==> src/rtl/speaker_tone_gen.sv <==
// Distance-meter beeper: emits beeps of a fixed length whose tone pitch and
// silent-gap length both follow a 5-bit note value. Notes at or above
// SILENT_NOTE suppress the beep and the note is re-sampled periodically.
module speaker_tone_gen #(
  parameter int BEEP_ON_CYCLES  = 10_000_000,
  parameter int GAP_STEP_CYCLES = 5_000_000,
  parameter int TONE_BASE       = 25_000,
  parameter int TONE_STEP       = 1_000,
  parameter int SILENT_NOTE     = 31
) (
  input  logic       clk_100MHz,
  input  logic       reset,
  input  logic [4:0] note_in,
  input  logic       enable,
  output logic       speaker_out,
  output logic       beep_active
);

  typedef enum logic [1:0] {
    IDLE = 2'd0,
    BEEP = 2'd1,
    GAP  = 2'd2,
    HOLD = 2'd3
  } state_t;

  localparam logic [27:0] BEEP_LAST = 28'(BEEP_ON_CYCLES - 1);
  localparam logic [27:0] HOLD_LAST = 28'(GAP_STEP_CYCLES - 1);

  state_t      state;
  state_t      state_nxt;
  logic [4:0]  note_l;
  logic [27:0] phase_cnt;    // elapsed cycles in the current BEEP/GAP/HOLD phase
  logic [16:0] tone_cnt;     // position within the current tone half-period
  logic [16:0] half_period;
  logic [27:0] phase_last;
  logic        phase_done;
  logic        tone_wrap;
  logic        note_silent_in;
  logic        latch_note;
  logic        speaker_nxt;
  logic        beep_active_nxt;

  // Tone half-period and phase end point derived from the latched note only,
  // so note_in changes between latch points cannot disturb a running phase.
  always_comb begin
    // NOTE: every combinationally assigned signal gets a default first so no
    // path through the case leaves it unassigned, which would infer a latch.
    phase_last  = '1;
    half_period = 17'(TONE_BASE) + 17'(note_l) * 17'(TONE_STEP);
    case (state)
      BEEP:    phase_last = BEEP_LAST;
      GAP:     phase_last = 28'(note_l) * 28'(GAP_STEP_CYCLES) - 28'd1;
      HOLD:    phase_last = HOLD_LAST;
      default: phase_last = '1;
    endcase
    phase_done     = (phase_cnt == phase_last);
    tone_wrap      = (tone_cnt == half_period - 17'd1);
    note_silent_in = (note_in >= 5'(SILENT_NOTE));
  end

  // State register.
  always_ff @(posedge clk_100MHz) begin
    // NOTE: sequential state uses non-blocking assignments so every register
    // samples pre-edge values regardless of statement order.
    if (reset) state <= IDLE;
    else       state <= state_nxt;
  end

  // Next-state logic; latch_note marks the cycles where note_in is sampled.
  always_comb begin
    state_nxt  = state;
    latch_note = 1'b0;
    if (!enable) begin
      state_nxt = IDLE;
    end else begin
      case (state)
        IDLE: latch_note = 1'b1;
        BEEP: begin
          if (phase_done) begin
            if (note_l == 5'd0) latch_note = 1'b1;  // zero-length gap: straight back
            else                state_nxt  = GAP;
          end
        end
        GAP:  latch_note = phase_done;
        HOLD: latch_note = phase_done;
        default: state_nxt = IDLE;
      endcase
      if (latch_note) state_nxt = note_silent_in ? HOLD : BEEP;
    end
  end

  // Output logic: next values of the registered speaker and beep flag.
  always_comb begin
    speaker_nxt = 1'b0;
    if (enable && state == BEEP && !phase_done)
      speaker_nxt = tone_wrap ? ~speaker_out : speaker_out;
    beep_active_nxt = (state_nxt == BEEP);
  end

  // Counters, latched note and output registers.
  always_ff @(posedge clk_100MHz) begin
    if (reset) begin
      note_l      <= '0;
      phase_cnt   <= '0;
      tone_cnt    <= '0;
      speaker_out <= 1'b0;
      beep_active <= 1'b0;
    end else begin
      speaker_out <= speaker_nxt;
      beep_active <= beep_active_nxt;
      if (latch_note) note_l <= note_in;
      if (!enable || state == IDLE || phase_done) begin
        phase_cnt <= '0;
        tone_cnt  <= '0;
      end else begin
        phase_cnt <= phase_cnt + 28'd1;
        tone_cnt  <= (state == BEEP && !tone_wrap) ? tone_cnt + 17'd1 : '0;
      end
    end
  end

endmodule

==> config.mk <==
export PLATFORM = sky130hd
export DESIGN_NAME = speaker_tone_gen
export DESIGN_NICKNAME = d
export VERILOG_FILES = /design/src/rtl/speaker_tone_gen.sv
export SDC_FILE = /design/constraint.sdc
export NUM_CORES = 1
export LEC_CHECK = 0
export CAP_MARGIN = 0
export CORE_UTILIZATION = 45
export CTS_CLUSTER_SIZE = 20
export DETAILED_ROUTE_END_ITERATION = 10
export DONT_BUFFER_PORTS = 1
export PLACE_DENSITY_LB_ADDON = 0.1
export SETUP_SLACK_MARGIN = 0.5
export SYNTH_ARGS = -nofsm -noshare
export SYNTH_HDL_FRONTEND = slang
export SYNTH_SLANG_ARGS = --single-unit
==> constraint.sdc <==
create_clock -name clk_100MHz -period 7.2 [get_ports clk_100MHz]
set_input_delay 1.44 -clock clk_100MHz [delete_from_list [all_inputs] [get_ports clk_100MHz]]
set_output_delay 1.44 -clock clk_100MHz [all_outputs]
set_load 0.05 [all_outputs]
==> results of run 1 <==
## worst paths after layout
check	start	to	slack (ns)	depth (start not counted)
hold / removal	tone_cnt[0]	tone_cnt[0]	0.46	1
setup / recovery	note_l[2]	tone_cnt[7]	0.89	19
setup reg to reg	note_l[2]	tone_cnt[7]	0.89	19
hold reg to reg	tone_cnt[0]	tone_cnt[0]	0.46	1
## per-layer routing
layer	vias to the layer above	share of wire	routed length [um]	track usage
met2	162	0.44	7480	0.378
met4	0	0.031	516	0.0795
met5	-	0	0	0
li1	2863	-	-	-
met3	33	0.050	839	0.0337
met1	2707	0.48	8020	0.322
## power by group
| group | internal [mW] | switching [mW] | leakage [nW] |
|---|---|---|---|
| Sequential | 0.302 | 0.0126 | 0.437 |
| Clock | 0.175 | 0.119 | 0.0875 |
| Combinational | 0.179 | 0.288 | 2.03 |
## synth_stat cells, drive strengths merged, types with 3 or more instances
| master | n | area [sq um] |
|---|---|---|
| o31ai | 5 | 37.5 |
| inv | 38 | 143 |
| nand4 | 10 | 62.6 |
| ha | 66 | 826 |
| a21o | 18 | 135 |
| clkbuf | 14 | 53.8 |
| xnor2 | 57 | 499 |
| fa | 10 | 200 |
| or2 | 6 | 37.5 |
| a31oi | 5 | 31.3 |
| o31a | 3 | 26.3 |
| mux2 | 3 | 33.8 |
| nand2b | 8 | 52.6 |
| xor2 | 33 | 289 |
| dfxtp | 54 | 1080 |
| a2111oi | 6 | 65.1 |
| and3 | 16 | 100 |
| mux2i | 9 | 90.1 |
| o211a | 3 | 30.0 |
| or3 | 16 | 100 |
| buf | 23 | 153 |
| a21oi | 20 | 111 |
| o2111ai | 5 | 43.8 |
| nor2b | 7 | 43.8 |
| a221oi | 4 | 65.1 |
| o21ai | 29 | 149 |
| nor3b | 3 | 22.5 |
| o2111a | 3 | 33.8 |
| a21boi | 4 | 30.0 |
| o21a | 3 | 22.5 |
| nor3 | 24 | 125 |
| nand2 | 46 | 173 |
| o211ai | 8 | 65.1 |
| nor4 | 14 | 93.8 |
| and2 | 9 | 61.3 |
| or4 | 9 | 71.3 |
| nand3 | 42 | 210 |
| nor2 | 94 | 420 |
| nand3b | 3 | 22.5 |
| o311ai | 7 | 61.3 |
| and4 | 6 | 52.6 |
| a211o | 6 | 52.6 |
| a211oi | 13 | 115 |
| o221ai | 3 | 26.3 |
| a311oi | 4 | 41.3 |
## metrics by stage
| stage | utilization | std cells |
|---|---|---|
| 2_1_floorplan | - | 798 |
| 3_3_place_gp | 0.464 | 944 |
| 3_5_place_dp | 0.464 | 944 |
| 4_1_cts | 0.477 | 952 |
| 5_1_grt | 0.478 | 952 |
| 6_report | 0.478 | 952 |
## worst register-to-register path, cell delays in order, from the launching register on
cell	delay, ns
dfxtp_1	0.58
inv_1	0.19
ha_1	0.39
ha_1	0.35
xor2_1	0.15
ha_1	0.18
a21o_1	0.15
ha_1	0.41
and2_4	0.23
a221oi_4	0.36
a21o_1	0.18
a221oi_2	0.12
or4_1	0.70
or4_1	0.67
mux2i_1	0.17
a211oi_1	0.26
a221oi_2	0.12
and2_4	0.20
or4_4	0.67
nor2_1	0.16
## cell usage in the layout (no fill, tap or decap), types with 16 or more instances in the layout
master   instances
nor3_1          23
or3_1           16
xnor2_1         57
and3_1          16
nand2_1         46
inv_1           38
a21oi_1         19
dfxtp_1         53
ha_1            66
xor2_1          33
o21ai_0         28
nor2_1          83
a21o_1          18
nand3_1         42
## flip-flops by register name, indices dropped and copies added (netlist names)
signal	count
state	2
note_l	5
beep_active	1
tone_cnt	17
phase_cnt	28
speaker_out	1
## final cells by class
| type | instances | area share |
|---|---|---|
| clock inverters | 2 | 0.00583 |
| clock buffers | 6 | 0.0209 |
| flip-flops and latches | 54 | 0.163 |
| repair buffers | 3 | 0.00338 |
| multi-input cells | 669 | 0.752 |
| inverters | 38 | 0.0214 |
| well taps | 180 | 0.0338 |
## cell families after synthesis
logic type	share of synthesized area
simple gates	0.266
xor+xnor	0.123
fa+ha+maj	0.160
mux	0.0193
buf+inv	0.0543
compound gates	0.210
flops	0.168
## repair_timing
action,4_1_cts,5_1_grt
hold buffers,0,0
endpoints found under the setup margin,0,52
resized for setup,0,3
==> qor.yml, run 1 <==
final_max_slew_viol_count: 0
max_cap_violations: 0
ys_async_sr_fraction: 0
syn_avg_cell_area_sq_um: 8.06
antenna_found_initial: 0
gr-total-overflow: 0
min_period_ns: 6.31
finalCritPeriodShare: 0.876
die_h_um: 122
timing.fmax_mhz: 158
path_buf_inv: 1
drt.antenna.violating_nets: 0
peakVddDrop_mv: 0.0944
vias: 5765
initial_core_util: 0.461
via_per_inst: 6.06
gp_congestion: 0.966
p_leak_nw: 2.56
crit_fanout: 17
final_area_sq_um: 6660
insertion_delay_ns: 0.31
num_io_pins: 10
dp_hpwl_mm: 13.3
cp_slowest_cell: "or4_1"
die_w_um: 122
hold_viol: 0
crit_top_cell: "ha_1"
postCtsSetupBuffers: 0
min_path_type: "flip-flop to flip-flop"
grtUsageTotal: 0.235
ys_seq_elements: 54
startpoint_type: "flip-flop"
syn_to_final_growth_pct: 3.52
ys.warnings.count: 0
grt_pass1_vias: 5381
routed_wirelength_mm: 16.9
h-tree-depth: 2
rsz0062_at_grt: "false"
dr.pass1.iters: 5
diodes: 0
slew-limit-headroom: 0.304
grt_pass1_wl_mm: 27.4
multi_input_area_sq_um: 5010
drtIter0Drc: 466
synthFlopType: "dfxtp_1"
core-area_sq_um: 13900
drive_gt1_frac: 0.0712
final_nets: 855
worst_setup_path_end_kind: "flip-flop"
clkTransAtPathRegs_ns: 0.07
synth_fp_nets: 882
critPathTopFamily: "simple AND/OR/NAND/NOR gates"
syn_area_sq_um: 6430
synthCells: 798
crit_path_cell_trace: "inv_1 -> ha_1 -> ha_1 -> xor2_1 -> ha_1 -> a21o_1 -> ha_1 -> and2_4 -> a221oi_4 -> a21o_1 -> a221oi_2 -> or4_1 -> or4_1 -> mux2i_1 -> a211oi_1 -> a221oi_2 -> and2_4 -> or4_4 -> nor2_1"
cts_tree: "yes"
required_ns: 7.44
seq_area_frac_synth: 0.168
place_area_sq_um: 6470
drc: 0
grt_max_degree: 29
synth-edff-count: 0
finalPower_mw: 1.08
setup_viol: 0
rows: 43
path_class: "flip-flop to flip-flop"
clock-sinks: 54
die-area_sq_um: 14800
seq_area_sq_um: 1080
finalClockSkew_ns: 0.00545
numCtsBuffers: 5
io_buffers: 0
crit_path_max_incr_delay_ns: 0.70
fill_cells: 1372
post-place-ws_ns: 0.708
outcome: "completed"
cts-root-buf: "clkbuf_16"
post_synth_num_cell_types: 89
wl_per_cell_um: 17.7
cts_buffer_depth: 2
cp.arrival_ns: 6.55
power.density_nw_per_um2: 162
setup-tns-final_ns: 0
worst_pin_slew_ns: 1.02
hold_ws_ns: 0.464
worst_slack_ns: 0.890
Note: power is estimated with default switching activity, not from simulation.
==> run 2, diff against run 1 <==
--- a/config.mk
+++ b/config.mk
@@ -6,7 +6,9 @@
 export NUM_CORES = 1
 export LEC_CHECK = 0
 export CAP_MARGIN = 0
-export CORE_UTILIZATION = 45
+export CELL_PAD_IN_SITES_DETAIL_PLACEMENT = 1
+export CELL_PAD_IN_SITES_GLOBAL_PLACEMENT = 2
+export CORE_UTILIZATION = 40
 export CTS_CLUSTER_SIZE = 20
 export DETAILED_ROUTE_END_ITERATION = 10
 export DONT_BUFFER_PORTS = 1
==> qor.yml, run 2 (same netlist as run 1, synthesis figures left out) <==
final_common_cell: "nor2_1"
h-tree-depth: 2
finalClockSkew_ns: 0.0108
hold_viol: 0
cts_tree: "yes"
timing.fmax_mhz: 160
die_h_um: 129
final_cell_mix: "nor2_1 (83), ha_1 (66), xnor2_1 (57), dfxtp_1 (53), nand2_1 (46)"
cts_hold_buf: 0
core-area_sq_um: 15400
rows: 45
die_w_um: 129
vias: 5857
max_cap_violations: 0
dr.pass1.iters: 4
gr-total-overflow: 0
p_leak_nw: 2.60
io_buffers: 0
cts_buffer_depth: 2
reg2reg_from: "note_l[4]"
drtIter0Drc: 284
rsz0062_at_grt: "true"
numCtsBuffers: 5
startpoint_type: "flip-flop"
top_regs: "phase_cnt (28), tone_cnt (17), note_l (5)"
clock-sinks: 54
worstHoldStart: "tone_cnt[0]"
antenna_found_initial: 0
required_ns: 7.44
worst_pin_slew_ns: 0.924
via_per_inst: 5.93
fill_cells: 1916
reg2reg_to: "tone_cnt[2]"
top_register: "phase_cnt"
cp-startpoint: "note_l[4]"
gp_congestion: 0.896
setup-tns-final_ns: 0
endpoint: "tone_cnt[2]"
drt.antenna.violating_nets: 0
reg2reg_depth: 19
min_path_type: "flip-flop to flip-flop"
wl_per_cell_um: 19.3
multi_input_area_sq_um: 5020
initial_core_util: 0.417
final_area_sq_um: 6770
final_nets: 860
drc: 0
crit_fanout: 12
clkTransAtPathRegs_ns: 0.08
worst_setup_path_end_kind: "flip-flop"
largest_reg_flops: 28
grt_pass1_vias: 6033
slew-limit-headroom: 0.378
num_io_pins: 10
grt_pass1_wl_mm: 31.7
drive_gt1_frac: 0.0785
diodes: 0
r2r_setup_slack_ns: 0.94
peakVddDrop_mv: 0.144
min_period_ns: 6.26
finalCritPeriodShare: 0.870
setup_viol: 0
cts-root-buf: "clkbuf_16"
dp_hpwl_mm: 15.3
final_max_slew_viol_count: 0
insertion_delay_ns: 0.31
seq_area_sq_um: 1080
outcome: "completed"
die-area_sq_um: 16600
path_class: "flip-flop to flip-flop"
power.density_nw_per_um2: 162
grt_max_degree: 29
cp.arrival_ns: 6.50
place_area_sq_um: 6530
syn_to_final_growth_pct: 5.33
routed_wirelength_mm: 19.1
grtUsageTotal: 0.244
-- run 2: cell types whose count changed in the layout (fill, tap and decap cells not counted) --
cell      before  now
dfxtp_2        1    0
a211oi_2       1    0
dfxtp_4        0    1
nand3_1       42   41
buf_12         0    2
a211oi_4       1    2
nand3_2        0    1
buf_4          3    6
-- run 2: layout make-up --
| cell class | count | share of cell area |
|---|---|---|
| clock buffers | 6 | 0.0205 |
| clock inverters | 2 | 0.00573 |
| inverters | 38 | 0.0211 |
| multi-input cells | 669 | 0.741 |
| flip-flops and latches | 54 | 0.160 |
| well taps | 211 | 0.0390 |
| repair buffers | 8 | 0.0126 |
-- run 2: layer usage --
metal  routed length, um  GRT usage  vias up
li1                    -          -     2875
met1                8790      0.305     2849
met5                   0          0        -
met2                9130      0.431       96
met4                 614     0.0782        0
met3                 554     0.0358       37
-- run 2: critical path, cell delays in order, from the launching register on --
cell      delay [ns]
dfxtp_1         0.58
ha_1            0.36
xnor2_1         0.18
ha_1            0.19
or2_2           0.29
ha_1            0.28
ha_1            0.51
nand2_1         0.16
a211o_1         0.38
nand2_1         0.11
a311oi_2        0.21
or4_1           0.71
or4_1           0.62
mux2i_1         0.16
a211oi_1        0.32
a221oi_2        0.15
and2_4          0.20
or4_4           0.46
buf_12          0.19
nor2_1          0.11
-- run 2: per-stage QoR --
stage | setup WS [ns] | instances | power (mW) | utilization | hold WS, ns
2_1_floorplan | 1.35 | 798 | 0.691 | - | 0.428
3_3_place_gp | 0.854 | 977 | 0.784 | 0.423 | 0.435
3_5_place_dp | 0.575 | 977 | 0.796 | 0.423 | 0.447
4_1_cts | 0.522 | 985 | 1.10 | 0.434 | 0.468
5_1_grt | 0.470 | 988 | 1.17 | 0.439 | 0.484
6_report | 0.936 | 988 | 1.09 | 0.439 | 0.460
-- run 2: what timing repair did --
action                     CTS  global route
hold endpoints to repair     0             0
setup endpoints to repair    0            53
setup buffers                0             3
resized for setup            0             6
-- run 2: report_power, final --
part	switching [mW]	leakage, nW	internal (mW)	total [mW]
Combinational	0.300	2.07	0.182	0.482
Sequential	0.0122	0.437	0.302	0.314
Clock	0.123	0.0875	0.175	0.298
-- run 2: worst min-delay path by stage --
stage	cells past startpoint	slack [ns]	to
3_3_place_gp	1	0.44	tone_cnt[0]
2_1_floorplan	1	0.43	tone_cnt[0]
5_1_grt	1	0.48	tone_cnt[0]
4_1_cts	1	0.47	tone_cnt[0]
6_report	1	0.46	tone_cnt[0]
3_5_place_dp	1	0.45	tone_cnt[0]
==> run 3, diff against run 2 <==
--- a/config.mk
+++ b/config.mk
@@ -5,10 +5,12 @@
 export SDC_FILE = /design/constraint.sdc
 export NUM_CORES = 1
 export LEC_CHECK = 0
+export ABC_AREA = 1
 export CAP_MARGIN = 0
 export CELL_PAD_IN_SITES_DETAIL_PLACEMENT = 1
 export CELL_PAD_IN_SITES_GLOBAL_PLACEMENT = 2
-export CORE_UTILIZATION = 40
+export CORE_ASPECT_RATIO = 0.6
+export CORE_UTILIZATION = 32
 export CTS_CLUSTER_SIZE = 20
 export DETAILED_ROUTE_END_ITERATION = 10
 export DONT_BUFFER_PORTS = 1
==> constraint.sdc (replaced) <==
create_clock -name clk_100MHz -period 5.5 [get_ports clk_100MHz]
set_input_delay 1.1 -clock clk_100MHz [delete_from_list [all_inputs] [get_ports clk_100MHz]]
set_output_delay 1.1 -clock clk_100MHz [all_outputs]
set_load 0.05 [all_outputs]
==> qor.yml, run 3 <==
insertion_delay_ns: 0.32
final_nets: 1155
h-tree-depth: 2
reg2reg_to: "phase_cnt[2]"
max_cap_violations: 0
timing.fmax_mhz: 212
top_register: "phase_cnt"
muxShareOfSynthArea: 0
cts_buffer_depth: 2
finalCritPeriodShare: 0.859
path_class: "flip-flop to flip-flop"
initial_core_util: 0.332
dr.pass1.iters: 5
io_buffers: 0
synth_fp_nets: 1138
gp_congestion: 0.835
rsz0062_at_grt: "false"
synthFlopType: "dfxtp_1"
min_period_ns: 4.72
synthXorXnorAreaFrac: 0.0491
cp.arrival_ns: 4.95
cp_slowest_cell: "dfxtp_2"
die_w_um: 185
num_io_pins: 10
final_cell_count_no_fill: 1338
setup-tns-final_ns: 0
gr-total-overflow: 0
grt_max_degree: 29
routed_wirelength_mm: 22.0
required_ns: 5.73
cts-root-buf: "clkbuf_16"
startpoint_type: "flip-flop"
slew-limit-headroom: 0.314
clock-sinks: 54
clkTransAtPathRegs_ns: 0.09
peakVddDrop_mv: 0.119
post_synth_num_cell_types: 38
setup_viol: 0
post-place-ws_ns: 0.385
largest_reg_flops: 28
reg2reg_from: "note_l[3]"
syn_to_final_growth_pct: 14.2
netlist_top_cells_area: "nand2_1 (18%), dfxtp_1 (17%), ha_1 (13%)"
drive_gt1_frac: 0.135
final_cell_mix: "nand2_1 (298), inv_1 (155), nand3_1 (133), nor2_1 (85), ha_1 (59)"
die-area_sq_um: 20600
ys.warnings.count: 0
outcome: "completed"
top_regs: "phase_cnt (28), tone_cnt (17), note_l (5)"
dp_hpwl_mm: 18.4
hold_depth: 1
crit_path_max_incr_delay_ns: 0.34
wl_per_cell_um: 16.5
drt.antenna.violating_nets: 0
hold_viol: 0
synth_top_family_by_area: "simple AND/OR/NAND/NOR gates"
placed_cells_incl_taps: 1323
ys_async_sr_fraction: 0
via_per_inst: 4.89
synth-edff-count: 0
final_common_cell: "nand2_1"
crit_top_cell: "nand2_1"
die_h_um: 112
drc: 0
synth-compound-area-share: 0.0513
syn_area_sq_um: 6420
grtUsageTotal: 0.222
power.density_nw_per_um2: 228
yosys-top-cells-count: "nand2_1 (309), inv_1 (155), nand3_1 (136), nor2_1 (97), ha_1 (66)"
syn_avg_cell_area_sq_um: 6.09
worst_slack_ns: 0.776
final_max_slew_viol_count: 0
antenna_found_initial: 0
worstHoldStart: "phase_cnt[0]"
synth_simple_gate_area_share: 0.465
yosysTopAreaCellShare: 0.181
grt_pass1_wl_mm: 35.5
synth_largest_area_cell: "nand2_1"
ys_seq_elements: 54
synthAdderAreaFrac: 0.160
min_path_type: "flip-flop to flip-flop"
seq_area_frac_synth: 0.168
worst_pin_slew_ns: 1.03
synth.most_common_cell: "nand2_1"
finalClockSkew_ns: 0.0179
drtIter0Drc: 388
cts_tree: "yes"
core-area_sq_um: 19300
crit_fanout: 14
r2r_setup_slack_ns: 0.78
grt_pass1_vias: 6580
vias: 6541
min_to: "phase_cnt[0]"
reg2reg_depth: 29
rows: 39
diodes: 0
numCtsBuffers: 5
p_leak_nw: 3.32
worst_setup_path_end_kind: "flip-flop"
synthCells: 1054
-- run 3: changes by cell type after synthesis, moves of 17 or more --
cell	delta
inv_1	+117
nand3_1	+94
o21ai_0	-17
nand2_1	+263
xnor2_1	-49
-- run 3: worst max-delay path by stage --
stage / cells past startpoint / from / to
finish: 29 / note_l[3] / phase_cnt[2]
floorplan: 30 / note_l[3] / note_l[1]
CTS: 30 / note_l[3] / note_l[2]
global route: 23 / note_l[4] / tone_cnt[6]
global placement: 21 / note_l[4] / tone_cnt[6]
detailed placement: 22 / note_l[4] / tone_cnt[6]
-- run 3: final cells by class --
class	instances	area, sq um
clock inverters	3	28.8
clock buffers	5	125
multi-input cells	830	4970
inverters	161	604
flip-flops and latches	54	1090
well taps	266	333
repair buffers	19	175
fillers	2571	12000
-- run 3: kinds of logic after synthesis --
family | after synthesis
AOI/OAI and AO/OA | 55
xor gates and xnor gates | 36
adders and majority gates | 76
buffers and inverters | 172
DFF | 54
and+or+nand+nor | 661
-- run 3: metal layers --
layer | vias to the layer above | wire length [um] | global-route usage
li1 | 3401 | - | -
met3 | 6 | 1100 | 0.0363
met5 | - | 0 | 0
met2 | 70 | 7270 | 0.272
met4 | 0 | 126 | 0.0342
met1 | 3064 | 13500 | 0.384
-- run 3: power breakdown --
group,internal [mW],total [mW],switching [mW]
sequential,0.396,0.408,0.0121
clock,0.175,0.356,0.181
combinational,0.310,0.907,0.597
-- run 3: stage by stage --
step,hold slack (ns),total power [mW],utilization,instance area [sq um]
CTS,0.465,1.60,0.360,6960
global route,0.473,1.82,0.379,7330
finish,0.459,1.67,0.379,7330
global placement,0.440,1.23,0.351,6780
detailed placement,0.446,1.23,0.351,6780
floorplan,0.417,1.01,-,6420
-- run 3: timing repair --
item / in CTS / in global routing
buffers inserted: 1 / 4
gates resized for setup: 1 / 72
pin swaps: 1 / 7
cloned: 0 / 2
hold buffers: 0 / 0
endpoints found under the setup margin: 17 / 54
-- run 3: critical path, delay by kind of cell, from the launching register on --
| kind | cells | cell delay (ns) |
|---|---|---|
| and+or+nand+nor | 21 | 2.44 |
| adders and majority gates | 4 | 1.09 |
| DFF | 1 | 0.34 |
| AOI/OAI and AO/OA | 1 | 0.30 |
| buffers and inverters | 2 | 0.27 |
| xor gates and xnor gates | 1 | 0.17 |
